[src/rtl/mem_stage_if.sv]
// Word-wide req/ack data bus between the memory stage and the data memory.
// The master holds mem_req until mem_ack; mem_rdata is valid only with mem_ack.
interface mem_stage_if;
   logic        mem_req;
   logic        mem_we;
   logic [31:0] mem_addr;
   logic [31:0] mem_wdata;
   logic        mem_ack;
   logic [31:0] mem_rdata;

   modport master (
      output mem_req, mem_we, mem_addr, mem_wdata,
      input  mem_ack, mem_rdata
   );

   modport slave (
      input  mem_req, mem_we, mem_addr, mem_wdata,
      output mem_ack, mem_rdata
   );
endinterface

[src/rtl/mem_stage.sv]
// Memory stage: registers EX results, does one word load/store, resolves jumps, feeds WB (EX->WB in 2 cycles).
// Stalls upstream while an aligned access waits for ack; a timeout or misalignment sets sticky bus_err.
module mem_stage #(
   parameter int unsigned TIMEOUT = 16
) (
   input  logic        clk,
   input  logic        reset_n,
   input  logic [31:0] res_ex,
   input  logic [31:0] store_data_ex,
   input  logic [4:0]  rd_ex,
   input  logic        we_reg_ex,
   input  logic        read_word_ex,
   input  logic        write_word_ex,
   input  logic        link_ex,
   input  logic        set_ex,
   input  logic        condition_ex,
   input  logic        load_new_pc_ex,
   input  logic        jump_inc_ex,
   input  logic [15:0] imm_ex,
   input  logic [25:0] value_ex,
   input  logic [31:0] pc_ex,
   mem_stage_if.master bus,
   output logic        stall,
   output logic [31:0] res_mem,
   output logic        pc_load,
   output logic [31:0] new_pc,
   output logic [31:0] res_wb,
   output logic [4:0]  rd_wb,
   output logic        we_wb,
   output logic        link_wb,
   output logic        set_wb,
   output logic        condition_wb,
   output logic        bus_err
);

   // Timeout fires in the TIMEOUT-th request cycle: one IDLE cycle plus TIMEOUT-1 WAIT cycles.
   localparam logic [7:0] LAST_WAIT = 8'(TIMEOUT - 2);

   typedef enum logic {ST_IDLE, ST_WAIT} state_t;

   logic [31:0] s_res;
   logic [31:0] s_store_data;
   logic [4:0]  s_rd;
   logic        s_we_reg;
   logic        s_read;
   logic        s_write;
   logic        s_link;
   logic        s_set;
   logic        s_condition;
   logic        s_load_new_pc;
   logic        s_jump_inc;
   logic [15:0] s_imm;
   logic [25:0] s_value;
   logic [31:0] s_pc;

   state_t      state, state_nx;
   logic [7:0]  cnt, cnt_nx;
   logic        req;
   logic        timeout;
   logic        access;
   logic        aligned;
   logic        aligned_acc;
   logic [31:0] load_val;

   assign access      = s_read | s_write;
   assign aligned     = (s_res[1:0] == 2'b00);
   assign aligned_acc = access & aligned;

   always_ff @(posedge clk or negedge reset_n) begin
      if (!reset_n) begin
         s_res         <= '0;
         s_store_data  <= '0;
         s_rd          <= '0;
         s_we_reg      <= 1'b0;
         s_read        <= 1'b0;
         s_write       <= 1'b0;
         s_link        <= 1'b0;
         s_set         <= 1'b0;
         s_condition   <= 1'b0;
         s_load_new_pc <= 1'b0;
         s_jump_inc    <= 1'b0;
         s_imm         <= '0;
         s_value       <= '0;
         s_pc          <= '0;
      end else if (!stall) begin
         s_res         <= res_ex;
         s_store_data  <= store_data_ex;
         s_rd          <= rd_ex;
         s_we_reg      <= we_reg_ex;
         s_read        <= read_word_ex;
         s_write       <= write_word_ex;
         s_link        <= link_ex;
         s_set         <= set_ex;
         s_condition   <= condition_ex;
         s_load_new_pc <= load_new_pc_ex;
         s_jump_inc    <= jump_inc_ex;
         s_imm         <= imm_ex;
         s_value       <= value_ex;
         s_pc          <= pc_ex;
      end
   end

   always_ff @(posedge clk or negedge reset_n) begin
      if (!reset_n) begin
         state <= ST_IDLE;
         cnt   <= '0;
      end else begin
         state <= state_nx;
         cnt   <= cnt_nx;
      end
   end

   always_comb begin
      state_nx = state;
      cnt_nx   = cnt;
      req      = 1'b0;
      timeout  = 1'b0;
      case (state)
         ST_IDLE: begin
            if (aligned_acc) begin
               req = 1'b1;
               if (!bus.mem_ack) begin
                  state_nx = ST_WAIT;
                  cnt_nx   = '0;
               end
            end
         end
         ST_WAIT: begin
            req    = 1'b1;
            cnt_nx = cnt + 8'd1;
            if (bus.mem_ack) begin
               state_nx = ST_IDLE;
            end else if (cnt == LAST_WAIT) begin
               timeout  = 1'b1;
               state_nx = ST_IDLE;
            end
         end
         default: state_nx = ST_IDLE;
      endcase
   end

   assign stall          = aligned_acc & ~(bus.mem_ack | timeout);
   assign bus.mem_req    = req;
   assign bus.mem_we     = s_write;
   assign bus.mem_addr   = s_res;
   assign bus.mem_wdata  = s_store_data;

   assign res_mem = s_link ? s_pc : s_res;
   assign pc_load = s_load_new_pc & s_condition & ~stall;
   assign new_pc  = s_jump_inc ? (s_pc + {{14{s_imm[15]}}, s_imm, 2'b00})
                               : {s_pc[31:28], s_value, 2'b00};

   // Faulted loads (misaligned or timed out) write zero rather than stale bus data.
   assign load_val = (aligned & bus.mem_ack) ? bus.mem_rdata : 32'h0;

   always_ff @(posedge clk or negedge reset_n) begin
      if (!reset_n) begin
         res_wb       <= '0;
         rd_wb        <= '0;
         we_wb        <= 1'b0;
         link_wb      <= 1'b0;
         set_wb       <= 1'b0;
         condition_wb <= 1'b0;
      end else if (stall) begin
         we_wb   <= 1'b0;
         link_wb <= 1'b0;
         set_wb  <= 1'b0;
      end else begin
         res_wb       <= s_read ? load_val : res_mem;
         rd_wb        <= s_rd;
         we_wb        <= s_we_reg;
         link_wb      <= s_link;
         set_wb       <= s_set;
         condition_wb <= s_condition;
      end
   end

   always_ff @(posedge clk or negedge reset_n) begin
      if (!reset_n) begin
         bus_err <= 1'b0;
      end else if ((access & ~aligned) | timeout) begin
         bus_err <= 1'b1;
      end
   end

endmodule

[src/flat_wrapper.sv]
// flat-port wrapper written by rule: the top's interface ports become plain ports
module mem_stage_flat 
#(
   parameter int unsigned TIMEOUT = 16
)
  (clk, reset_n, res_ex, store_data_ex, rd_ex, we_reg_ex, read_word_ex, write_word_ex, link_ex, set_ex, condition_ex, load_new_pc_ex, jump_inc_ex, imm_ex, value_ex, pc_ex, stall, res_mem, pc_load, new_pc, res_wb, rd_wb, we_wb, link_wb, set_wb, condition_wb, bus_err, bus_mem_req, bus_mem_we, bus_mem_addr, bus_mem_wdata, bus_mem_ack, bus_mem_rdata);
  mem_stage_if bus_i ();
  input  logic clk;
  input  logic reset_n;
  input  logic [31:0] res_ex;
  input  logic [31:0] store_data_ex;
  input  logic [4:0] rd_ex;
  input  logic we_reg_ex;
  input  logic read_word_ex;
  input  logic write_word_ex;
  input  logic link_ex;
  input  logic set_ex;
  input  logic condition_ex;
  input  logic load_new_pc_ex;
  input  logic jump_inc_ex;
  input  logic [15:0] imm_ex;
  input  logic [25:0] value_ex;
  input  logic [31:0] pc_ex;
  output logic stall;
  output logic [31:0] res_mem;
  output logic pc_load;
  output logic [31:0] new_pc;
  output logic [31:0] res_wb;
  output logic [4:0] rd_wb;
  output logic we_wb;
  output logic link_wb;
  output logic set_wb;
  output logic condition_wb;
  output logic bus_err;
  output wire logic [$bits(bus_i.mem_req)-1:0] bus_mem_req;
  output wire logic [$bits(bus_i.mem_we)-1:0] bus_mem_we;
  output wire logic [$bits(bus_i.mem_addr)-1:0] bus_mem_addr;
  output wire logic [$bits(bus_i.mem_wdata)-1:0] bus_mem_wdata;
  input wire logic [$bits(bus_i.mem_ack)-1:0] bus_mem_ack;
  input wire logic [$bits(bus_i.mem_rdata)-1:0] bus_mem_rdata;
  assign bus_mem_req = bus_i.mem_req;
  assign bus_mem_we = bus_i.mem_we;
  assign bus_mem_addr = bus_i.mem_addr;
  assign bus_mem_wdata = bus_i.mem_wdata;
  assign bus_i.mem_ack = bus_mem_ack;
  assign bus_i.mem_rdata = bus_mem_rdata;
  mem_stage #(.TIMEOUT(TIMEOUT)) u_core (.clk(clk), .reset_n(reset_n), .res_ex(res_ex), .store_data_ex(store_data_ex), .rd_ex(rd_ex), .we_reg_ex(we_reg_ex), .read_word_ex(read_word_ex), .write_word_ex(write_word_ex), .link_ex(link_ex), .set_ex(set_ex), .condition_ex(condition_ex), .load_new_pc_ex(load_new_pc_ex), .jump_inc_ex(jump_inc_ex), .imm_ex(imm_ex), .value_ex(value_ex), .pc_ex(pc_ex), .bus(bus_i), .stall(stall), .res_mem(res_mem), .pc_load(pc_load), .new_pc(new_pc), .res_wb(res_wb), .rd_wb(rd_wb), .we_wb(we_wb), .link_wb(link_wb), .set_wb(set_wb), .condition_wb(condition_wb), .bus_err(bus_err));
endmodule
[config.mk]
export PLATFORM = sky130hd
export DESIGN_NAME = mem_stage_flat
export DESIGN_NICKNAME = d
export VERILOG_FILES = /design/src/rtl/mem_stage_if.sv /design/src/rtl/mem_stage.sv /design/src/flat_wrapper.sv
export SDC_FILE = /design/constraint.sdc
export NUM_CORES = 1
export LEC_CHECK = 0
export CORE_MARGIN = 4
export CORE_UTILIZATION = 45
export CTS_CLUSTER_SIZE = 14
export DETAILED_ROUTE_END_ITERATION = 16
export PLACE_DENSITY_LB_ADDON = 0.1
export SYNTH_ARGS = -nofsm -noshare
export SYNTH_HDL_FRONTEND = slang
export SYNTH_SLANG_ARGS = --single-unit
[constraint.sdc]
create_clock -name clk -period 6 [get_ports clk]
set_input_delay 1.2 -clock clk [delete_from_list [all_inputs] [get_ports clk]]
set_output_delay 1.2 -clock clk [all_outputs]
set_load 0.02 [all_outputs]
# Word level (Yosys, flattened, before mapping)
# Cells that the tools add are included.
[op_classes]
addsub = 2
n_eq_ne = 3
mux = 20
bitwise = 13
reduce_logical = 2
[op_table]
columns = ["op", "count"]
rows = [
  ["$mux 32", 4],
  ["$add 32x32->32", 1],
  ["$mux 8", 2],
  ["$pmux 8 s2", 1],
  ["$mux 1", 11],
  ["$add 8x1->8 const B", 1],
  ["$eq 8x4->1 const B", 1],
  ["$and 1x1->1", 6],
  ["$not 1->1", 4],
  ["$pmux 1 s2", 2],
  ["$or 1x1->1", 3],
  ["$logic_not 2->1", 1],
  ["$ne 2x1->1 const B", 1],
  ["$ne 2x2->1 const B", 1],
  ["$reduce_and 2->1", 1],
]
[word_totals]
register_bits = 202
input_bits = 186
elab_cells = 63

# Logic depth before layout (Yosys ltp)
[depth]
ltp_word = 9
mapped_depth = 9
mapped_depth_nobuf = 9

# Worst setup path before layout
# Ideal clock, no wire load.
[synth_timing]
path_type = "reg-to-output"
startpoint = "register u_core.s_pc[2]"
endpoint = "output port new_pc[30]"
t_arrival_ps = 2847
t_required_ps = 4800
slack_ps = 1953
stages_incl_launch_ff = 10
n_path_buf = 0
cell_sequence = "dfrtp_1 ha_1 fa_1 a211oi_1 o21ai_1 a21oi_2 nor4_1 o41ai_1 a21oi_1 o31ai_1"
[synth_via]
elab_chain_len = 2
[synth_rtl]
columns = ["item", "line_no", "source"]
rows = [
  ["start: declaration", "mem_stage.sv:54", "logic [31:0] s_pc;"],
  ["start signal: assignment", "mem_stage.sv:99", "s_pc <= pc_ex;"],
  ["$add 32x32->32", "mem_stage.sv:150", "assign new_pc = s_jump_inc ? (s_pc + {{14{s_imm[15]}}, s_imm, 2'b00})"],
  ["$mux 32", "mem_stage.sv:150", ""],
  ["end: declaration", "flat_wrapper.sv:27", "output logic [31:0] new_pc;"],
]
# Every way passes these cells.

# Worst setup path in the final report
# Ends and elaborated chain as after synthesis.

==> out/qor.yml <==
synth.area.top_cells: "dfrtp_1, nand2_1, mux2_2, ha_1, a31oi_1"
synth_top_cell_by_area: "dfrtp_1"
syn_nets: 1430
yosysMostFrequentCell: "nand2_1"
dpl.hpwl_um: 24600
drive_above_1_share_pct: 7.01
vias_per_cell: 5.17
grtUsageTotal_pct: 25.8
synth_area_per_cell_um2: 8.48
p_per_area_nw_per_um2: 293
outcome: "finished clean"
clock_path_buffers: 3
setup_viol: 0
hp-start: "u_core.s_set$_DFFE_PN0N_"
hold_viol: 0
cp_data_required_time_ns: 4.80
timing.fmax_mhz: 193
critPathKind: "flip-flop to output pin"
rr_endpoint: "u_core.s_imm[11]$_DFFE_PN0N_"
die_area_um2: 25300
cts_resized: 0
antenna_found_initial: 4
yosys.area.top_type_share_pct: 49.2
dp_worst_setup_slack_ns: 1.21
min_path_cells: 2
gp_congestion: 0.869
max_slew.worst_pin.slew_ns: 1.05
clk_latency_ns: 0.50
drt_iter0_markers: 628
synthToLayoutAreaGrowth_pct: 43.7
ys_top_cells_by_count: "nand2_1, dfrtp_1, nor2_1, mux2_2, clkbuf_1"
finalCriticalPeriod_ns: 5.19
drt_first_pass_iters: 5
fp.dieH_um: 159
h-tree-depth: 1
endpoint_kind: "output pin"
ys_seq_area_share_pct: 49.2
cts_tree: "done"
synth_edf_count: 0
fin_nets: 1759
num_rows: 55
hold_end: "u_core.s_set$_DFFE_PN0N_"
yosys_warnings: 0
ant_nets: 0
cts_setup_buffers: 0
rsz0062_at_grt: "false"
setup_ws_ns: 0.810
cts_root_buf: "clkbuf_16"
portBuffers: 359
syn_inst: 1212
start_util_pct: 45.5
fin_area_um2: 14800
finalCritPeriodShare_pct: 86.5
routedWlPerCell_um: 18.1
grt_pass1_wl_um: 53100
ctsHoldBuffers: 0
ios: 360
hold_slack_ns: 0.460
netlist_area_um2: 10300
drt_wl_total_um: 33500
overflow: 0
async_flop_share_pct: 100
reg2reg_slack_ns: 2.50
rr_worst_depth: 7
crit_path_max_fanout: 5
synth_seq_cells: 202
peakVddDrop_v: 0.000265
cts_buffers: 23
slew_viol_final: 0
coreArea_um2: 22600
startpoint_type: "flip-flop"
drc_errors: 0
hold_path_class: "flip-flop to flip-flop"
vias: 9529
maxCapViolations: 0
total_power_mw: 4.33
chipWidth_um: 159
grt_pass1_vias: 9664
ys_types: 68
worstReg2RegStart: "u_core.bus.mem_addr[1]$_DFFE_PN0N_"
dpl_cell_area_um2: 14100
grt_max_degree: 110
power.leakage_nw: 6.85
ys.flop_type: "dfrtp_1"
clock_skew_ns: 0.0114
crit_arrival_ns: 3.99
setup_tns_ns: 0
clock_sinks: 202
cts.clk_slew.worst_paths_ns: 0.06
slew_headroom_pct: 30.0
==> power by group <==
part           total, mW  switching, mW  internal [mW]
Combinational       1.37          0.720          0.650
Sequential          1.62          0.121           1.50
Clock               1.33          0.547          0.786
==> metal layers <==
metal  global-route usage (%)  share of wire [%]  vias up
li1                         -                  -     4667
met1                     30.5                 40     4482
met2                     45.0                 49      323
met3                     8.46                8.1       55
met4                     7.69                3.1        2
met5                        0              0.039        -
==> through the flow <==
| stage | cells | utilization [%] |
|---|---|---|
| after global placement | 1801 | 62.3 |
| final | 1844 | 65.4 |
| after global routing | 1844 | 65.4 |
| after detailed placement | 1801 | 62.3 |
| after floorplan | 1212 | - |
| after CTS | 1841 | 65.4 |
==> cell usage in the layout (no fill, tap or decap), types with 5 or more instances in the layout <==
| cell type | n |
|---|---|
| o31ai_1 | 5 |
| nand3_1 | 17 |
| a21oi_1 | 37 |
| o21ai_1 | 8 |
| nor2_1 | 58 |
| o21bai_1 | 5 |
| o21ai_0 | 16 |
| clkbuf_1 | 7 |
| inv_1 | 15 |
| ha_1 | 31 |
| buf_4 | 7 |
| a31oi_1 | 35 |
| nand2_1 | 547 |
| clkbuf_16 | 23 |
| and2_1 | 7 |
| dfrtp_1 | 201 |
| a21o_1 | 11 |
| clkdlybuf4s50_1 | 358 |
| mux2_2 | 50 |
| and3_1 | 8 |
| clkinv_2 | 5 |
| nand4_1 | 8 |
| xnor2_1 | 17 |
==> cells by family (layout without fill, tap and decap cells) <==
family / count (synthesis) / after routing / share of synthesized area [%]
AOI/OAI and AO/OA: 158 / 158 / 10.3
xor gates and xnor gates: 21 / 21 / 1.79
adders and majority gates: 32 / 32 / 3.97
buffers and inverters: 79 / 423 / 3.12
DFF: 202 / 202 / 49.2
muxes: 51 / 51 / 5.58
other: 0 / 3 / 0
and+or+nand+nor: 669 / 669 / 26.0
==> area by class of cell <==
cell class / instances / area (um^2)
Fill cell: 1947 / 7800
Sequential cell: 202 / 5060
Multi-Input combinational cell: 931 / 4910
Timing Repair Buffer: 367 / 3670
Clock buffer: 33 / 643
Tap cell: 285 / 357
Clock inverter: 7 / 63.8
Inverter: 16 / 62.6
Antenna cell: 3 / 7.51
==> critical path, stage by stage, from the launching register on <==
cell	delay (ns)
dfrtp_1	0.40
ha_1	0.25
fa_1	0.44
a211oi_1	0.38
o21ai_1	0.15
a21oi_2	0.30
nor4_1	0.13
o41ai_1	0.42
a21oi_1	0.12
o31ai_1	0.23
clkdlybuf4s50_1	0.66
==> worst max-delay path by stage <==
| stage | from | to | slack (ns) |
|---|---|---|---|
| final | u_core.s_pc[2]$_DFFE_PN0N_ | new_pc[30] | 0.81 |
| after global routing | u_core.s_pc[2]$_DFFE_PN0N_ | new_pc[30] | 0.54 |
| after CTS | u_core.s_pc[2]$_DFFE_PN0N_ | new_pc[30] | 0.79 |
| after detailed placement | bus_mem_ack | pc_load | 1.21 |
| after global placement | bus_mem_ack | pc_load | 1.24 |
| after floorplan | u_core.s_pc[2]$_DFFE_PN0N_ | new_pc[30] | 1.95 |
No activity file was read; power rests on OpenSTA's default activity.
